**config.mk**
```make
export PLATFORM = sky130hd
export DESIGN_NAME = decompressor
export DESIGN_NICKNAME = d
export VERILOG_FILES = /design/src/rtl/decompressor.sv
export SDC_FILE = /design/constraint.sdc
export NUM_CORES = 2
export LEC_CHECK = 0
export BUFFER_PORTS_ARGS = -buffer_cell sky130_fd_sc_hd__buf_2
export CELL_PAD_IN_SITES_DETAIL_PLACEMENT = 1
export CELL_PAD_IN_SITES_GLOBAL_PLACEMENT = 1
export CORE_ASPECT_RATIO = 1.4
export CORE_MARGIN = 2
export CORE_UTILIZATION = 30
export CTS_BUF_LIST = sky130_fd_sc_hd__clkbuf_4 sky130_fd_sc_hd__clkbuf_8
export DETAILED_ROUTE_END_ITERATION = 8
export PLACE_DENSITY_LB_ADDON = 0.1
export SETUP_SLACK_MARGIN = 0.3
export SLEW_MARGIN = 20
export SYNTH_ARGS = -nofsm -noshare
export SYNTH_HDL_FRONTEND = slang
export SYNTH_SLANG_ARGS = --single-unit
export TNS_END_PERCENT = 50
```
**constraint.sdc**
```tcl
create_clock -name clk -period 14.56 [get_ports clk]
set_clock_uncertainty 0.15 [all_clocks]
set_input_delay 2.184 -clock clk [delete_from_list [all_inputs] [get_ports clk]]
set_output_delay 2.184 -clock clk [all_outputs]
set_load 0.01 [all_outputs]
```
**src/rtl/decompressor.sv**
```systemverilog
// Purpose : expands one base+delta compressed 256-bit line into a full line.
// Latency : zero/raw/illegal -> out_valid on accepting edge; B8/B4/B2 -> 3/7/15 edges later.
// Backpr. : single-line buffer; in_ready only in IDLE, result held in DONE until out_ready.
//
// Ports: clk, rst (async active-low); in_valid/in_ready + i_data/encoding on the input
// side; out_valid/out_ready + o_data/err on the output side.
// Parameter ILLEGAL_AS_RAW: when 1 the illegal code 0001 is passed through as raw.
module decompressor #(
    parameter bit ILLEGAL_AS_RAW = 1'b0
) (
    input  logic         clk,
    input  logic         rst,
    input  logic         in_valid,
    output logic         in_ready,
    input  logic [255:0] i_data,
    input  logic [3:0]   encoding,
    output logic         out_valid,
    input  logic         out_ready,
    output logic [255:0] o_data,
    output logic         err
);

    localparam logic [1:0] IDLE   = 2'd0;
    localparam logic [1:0] EXPAND = 2'd1;
    localparam logic [1:0] DONE   = 2'd2;

    // bsel: 0 = 2-byte base, 1 = 4-byte, 2 = 8-byte
    // dsel: 0 = 1-byte delta, 1 = 2-byte, 2 = 4-byte
    typedef struct packed {
        logic       comp;
        logic [1:0] bsel;
        logic [1:0] dsel;
    } fmt_t;

    function automatic fmt_t decode_fmt(input logic [3:0] enc);
        fmt_t f;
        f = '0;
        case (enc)
            4'b0010: f = '{comp: 1'b1, bsel: 2'd2, dsel: 2'd0}; // B8D1
            4'b0100: f = '{comp: 1'b1, bsel: 2'd2, dsel: 2'd1}; // B8D2
            4'b0011: f = '{comp: 1'b1, bsel: 2'd2, dsel: 2'd2}; // B8D4
            4'b0110: f = '{comp: 1'b1, bsel: 2'd1, dsel: 2'd0}; // B4D1
            4'b0101: f = '{comp: 1'b1, bsel: 2'd1, dsel: 2'd1}; // B4D2
            4'b0111: f = '{comp: 1'b1, bsel: 2'd0, dsel: 2'd0}; // B2D1
            default: f = '0;
        endcase
        return f;
    endfunction

    function automatic logic [63:0] width_mask(input logic [1:0] bsel);
        logic [63:0] m;
        case (bsel)
            2'd2:    m = 64'hFFFF_FFFF_FFFF_FFFF;
            2'd1:    m = 64'h0000_0000_FFFF_FFFF;
            default: m = 64'h0000_0000_0000_FFFF;
        endcase
        return m;
    endfunction

    logic [1:0]   state;
    logic [3:0]   idx;
    logic [255:0] lat_data;
    logic [3:0]   lat_enc;

    fmt_t         in_fmt;
    fmt_t         lat_fmt;
    logic [63:0]  b_mask;
    logic [63:0]  base;
    logic [63:0]  delta;
    logic [63:0]  elem;
    logic [31:0]  slot_win;
    logic [8:0]   base_bits;
    logic [8:0]   slot_off;
    logic [7:0]   elem_off;
    logic [3:0]   last_idx;
    logic [255:0] line_next;

    assign in_fmt    = decode_fmt(encoding);
    assign lat_fmt   = decode_fmt(lat_enc);
    assign in_ready  = (state == IDLE);
    assign out_valid = (state == DONE);

    // Element idx of the latched line: base + sign-extended slot idx, truncated to
    // the element width, then merged into its lane without touching neighbours.
    always_comb begin
        b_mask    = width_mask(lat_fmt.bsel);
        elem_off  = '0;
        last_idx  = '0;
        base_bits = '0;
        case (lat_fmt.bsel)
            2'd2: begin
                elem_off  = {idx[1:0], 6'd0};
                last_idx  = 4'd3;
                base_bits = 9'd64;
            end
            2'd1: begin
                elem_off  = {idx[2:0], 5'd0};
                last_idx  = 4'd7;
                base_bits = 9'd32;
            end
            default: begin
                elem_off  = {idx, 4'd0};
                last_idx  = 4'd15;
                base_bits = 9'd16;
            end
        endcase

        case (lat_fmt.dsel)
            2'd0:    slot_off = base_bits + {2'b00, idx, 3'd0};
            2'd1:    slot_off = base_bits + {1'b0, idx, 4'd0};
            default: slot_off = base_bits + {idx, 5'd0};
        endcase

        slot_win = 32'(lat_data >> slot_off);

        case (lat_fmt.dsel)
            2'd0:    delta = {{56{slot_win[7]}},  slot_win[7:0]};
            2'd1:    delta = {{48{slot_win[15]}}, slot_win[15:0]};
            default: delta = {{32{slot_win[31]}}, slot_win[31:0]};
        endcase

        base      = lat_data[63:0] & b_mask;
        elem      = (base + delta) & b_mask;
        line_next = (o_data & ~({192'd0, b_mask} << elem_off))
                  | ({192'd0, elem} << elem_off);
    end

    always_ff @(posedge clk or negedge rst) begin
        if (!rst) begin
            state    <= IDLE;
            idx      <= '0;
            o_data   <= '0;
            err      <= 1'b0;
            lat_data <= '0;
            lat_enc  <= '0;
        end else begin
            case (state)
                IDLE: begin
                    if (in_valid) begin
                        lat_data <= i_data;
                        lat_enc  <= encoding;
                        err      <= 1'b0;
                        if (in_fmt.comp) begin
                            // element 0 is the base itself; the rest of the line starts clear
                            o_data <= {192'd0, i_data[63:0] & width_mask(in_fmt.bsel)};
                            idx    <= 4'd1;
                            state  <= EXPAND;
                        end else begin
                            idx   <= '0;
                            state <= DONE;
                            if (encoding[3]) begin
                                o_data <= i_data;
                            end else if (encoding == 4'b0001) begin
                                if (ILLEGAL_AS_RAW) begin
                                    o_data <= i_data;
                                end else begin
                                    o_data <= '0;
                                    err    <= 1'b1;
                                end
                            end else begin
                                o_data <= '0;
                            end
                        end
                    end
                end
                EXPAND: begin
                    o_data <= line_next;
                    idx    <= idx + 4'd1;
                    if (idx == last_idx) begin
                        state <= DONE;
                    end
                end
                DONE: begin
                    if (out_ready) begin
                        state <= IDLE;
                        err   <= 1'b0;
                    end
                end
                default: state <= IDLE;
            endcase
        end
    end

endmodule

```
==> impl_metrics.env <==
export IMPL_max_freq_ghz=0.0925
export IMPL_synth_nets=5757
export IMPL_path_clk_slew_ns=0.07
export IMPL_hold_buffers=0
export IMPL_grt_pass1_vias=45800
export IMPL_status="complete, no violations"
export IMPL_synth_most_common_cell="nand2_1"
export IMPL_post_route_period_util_pct=74.2
export IMPL_cp_end_kind="flip-flop"
export IMPL_cts_tree="yes"
export IMPL_synth_area_sq_mm=0.0392
export IMPL_wl_per_cell_um=37.9
export IMPL_layout_drive_gt1_share_pct=15.8
export IMPL_synth_main_ff_cell="dfrtp_1"
export IMPL_drv_slew=0
export IMPL_synthTopCellsByCount="1622 x nand2_1, 531 x a21oi_1, 523 x dfrtp_1"
export IMPL_synth_edf_count=0
export IMPL_clock_sink_count=523
export IMPL_clk_insertion_delay_late_ns=0.92
export IMPL_cap_violations=0
export IMPL_slowest_delay_ns=0.77
export IMPL_grt_max_degree=150
export IMPL_placeableCoreArea_sq_mm=0.129
export IMPL_postSynthCellCount=5405
export IMPL_ant_nets=0
export IMPL_ys_types=93
export IMPL_vias=47400
export IMPL_cp_max_fo=52
export IMPL_critPathSlowestCell="and2_4"
export IMPL_drt_pass1_iterations=5
export IMPL_hold_class="reg2reg"
export IMPL_synth_seq_cells=523
export IMPL_cts_root_buf="clkbuf_8"
export IMPL_port_buffers=522
export IMPL_die_w_um=309
export IMPL_globalRouteTotalUtil_pct=41.9
export IMPL_drcViolationCount=0
export IMPL_nNetsFinal=6073
export IMPL_rows=156
export IMPL_crit_buf_inv=2
export IMPL_reg2reg_depth=30
export IMPL_drt_iter0_drc=5799
export IMPL_chipHeight_um=431
export IMPL_ys_async_sr_fraction_pct=100
export IMPL_start_util_pct=30.3
export IMPL_ioPinCount=523
export IMPL_yosysTopAreaCellShare_pct=33.4
export IMPL_cp_top_family="compound AO/OA/AOI/OAI gates"
export IMPL_gp_congestion=1.03
export IMPL_synth_top_cell_by_area="dfrtp_1"
export IMPL_tightest_slew_ns=1.43
export IMPL_tns_ns=0
export IMPL_clockBufferDepth=3
export IMPL_rsz0062_at_grt="no"
export IMPL_relSlewSlack_pct=3.47
export IMPL_grt_ovfl_total=0
export IMPL_crit_cells=30
export IMPL_post_cts_resized=0
export IMPL_antenna_found_initial=27
export IMPL_syn_area_per_cell_sq_um=7.25
export IMPL_vias_per_cell=6.28
export IMPL_area_delta_synth_final_pct=17.0
export IMPL_setup_viol=0
export IMPL_startpoint_type="flip-flop"
export IMPL_hold_violations=0
export IMPL_arrival_ns=11.42
export IMPL_period_needed_ns=10.81
export IMPL_ys_warn_count=0
export IMPL_dieArea_sq_mm=0.133
export IMPL_synth_area_leaders="dfrtp_1 33%, nand2_1 16%, a21oi_1 6.8%, a221oi_1 3.9%, clkbuf_1 3.5%"
export IMPL_finalWirelength_mm=286
export IMPL_holdPathStages=2
export IMPL_seq_area_frac_synth_pct=33.4
export IMPL_grt_first_pass_wirelength_mm=387
export IMPL_h_tree_depth=3
export IMPL_post_cts_buffers=0
export IMPL_cts_made_buffers=96
export IMPL_cp_required_ns=15.18
export IMPL_place_hpwl_mm=221
export IMPL_setup_worst_path_class="reg2reg"
path summary, 6_finish.rpt:
| path | start | endpoint | slack (ns) |
|---|---|---|---|
| max | lat_enc[1] | o_data[222] | 3.75 |
| min | o_data[78] | o_data[78] | 0.33 |
| max reg2reg | lat_enc[1] | o_data[222] | 3.75 |
| min reg2reg | o_data[78] | o_data[78] | 0.33 |
| max in group asynchronous | rst | o_data[210] | 10.92 |
| min in group asynchronous | rst | lat_data[40] | 1.12 |
layout by cell type, fill, tap and decap left out, types with 56 or more instances in the layout:
cell type | synthesis | routed
nand3_1 | 244 | 243
dfrtp_1 | 523 | 522
nor3_1 | 98 | 97
clkbuf_8 | 0 | 120
o31ai_1 | 64 | 59
mux2i_1 | 127 | 127
a311oi_1 | 73 | 72
and3_1 | 56 | 56
a21oi_1 | 531 | 530
a211oi_1 | 81 | 81
buf_2 | 13 | 520
nor2_1 | 341 | 334
a221oi_1 | 176 | 176
o21ai_0 | 218 | 217
ha_1 | 85 | 82
buf_4 | 2 | 129
nand2_1 | 1622 | 1619
a21o_1 | 65 | 64
stage by stage:
stage	setup slack (ns)	instances	area [sq um]	hold WS (ns)	utilization, %
6_report	3.75	7545	45800	0.332	35.4
5_1_grt	3.47	7539	45800	0.362	35.4
4_1_cts	4.12	7530	45700	0.335	35.3
3_5_place_dp	4.15	7358	43600	0.320	33.7
3_3_place_gp	3.94	7357	43600	0.309	33.7
2_1_floorplan	6.68	5405	39200	0.295	-
worst register-to-register path: cells and delay by family (launching register included):
kind	cells	cell delay, ns
AO/OA/AOI/OAI	11	3.98
AND/OR/NAND/NOR	12	3.13
adder cells (fa/ha/maj)	3	1.19
buffers and inverters	2	0.85
multiplexers	1	0.69
flip-flops	1	0.53
XOR/XNOR	1	0.19
metal layers:
| layer | track usage (%) | part of all wire, % |
|---|---|---|
| met5 | 0 | 0.045 |
| met4 | 29.3 | 8.4 |
| met3 | 9.04 | 8.7 |
| met2 | 64.3 | 44 |
| met1 | 51.9 | 38 |
cells by family after synthesis:
group | after synthesis | synth area share (%)
AOI/OAI and AO/OA | 1567 | 26.7
adders and majority gates | 88 | 2.87
xor gates and xnor gates | 65 | 1.52
DFF | 523 | 33.4
and+or+nand+nor | 2544 | 27.3
buffers and inverters | 482 | 4.70
muxes | 136 | 3.51
state kept, by name, summed over array words and instances, names as in the netlist:
signal,count
err,1
idx,4
lat_data,256
lat_enc,4
o_data,256
state,2
cell type report:
| type | count | area, sq um |
|---|---|---|
| timing repair buffer | 663 | 3820 |
| fill | 16000 | 83600 |
| antenna | 12 | 30.0 |
| clock buffer | 154 | 1910 |
| sequential | 523 | 13100 |
| inverter | 37 | 139 |
| multi-input combinational | 4400 | 24500 |
| clock inverter | 18 | 206 |
| tap | 1738 | 2170 |
Power is left out: the tool's default activity adds up to more than one toggle a clock period on the data nets, which glitch-free logic cannot reach.
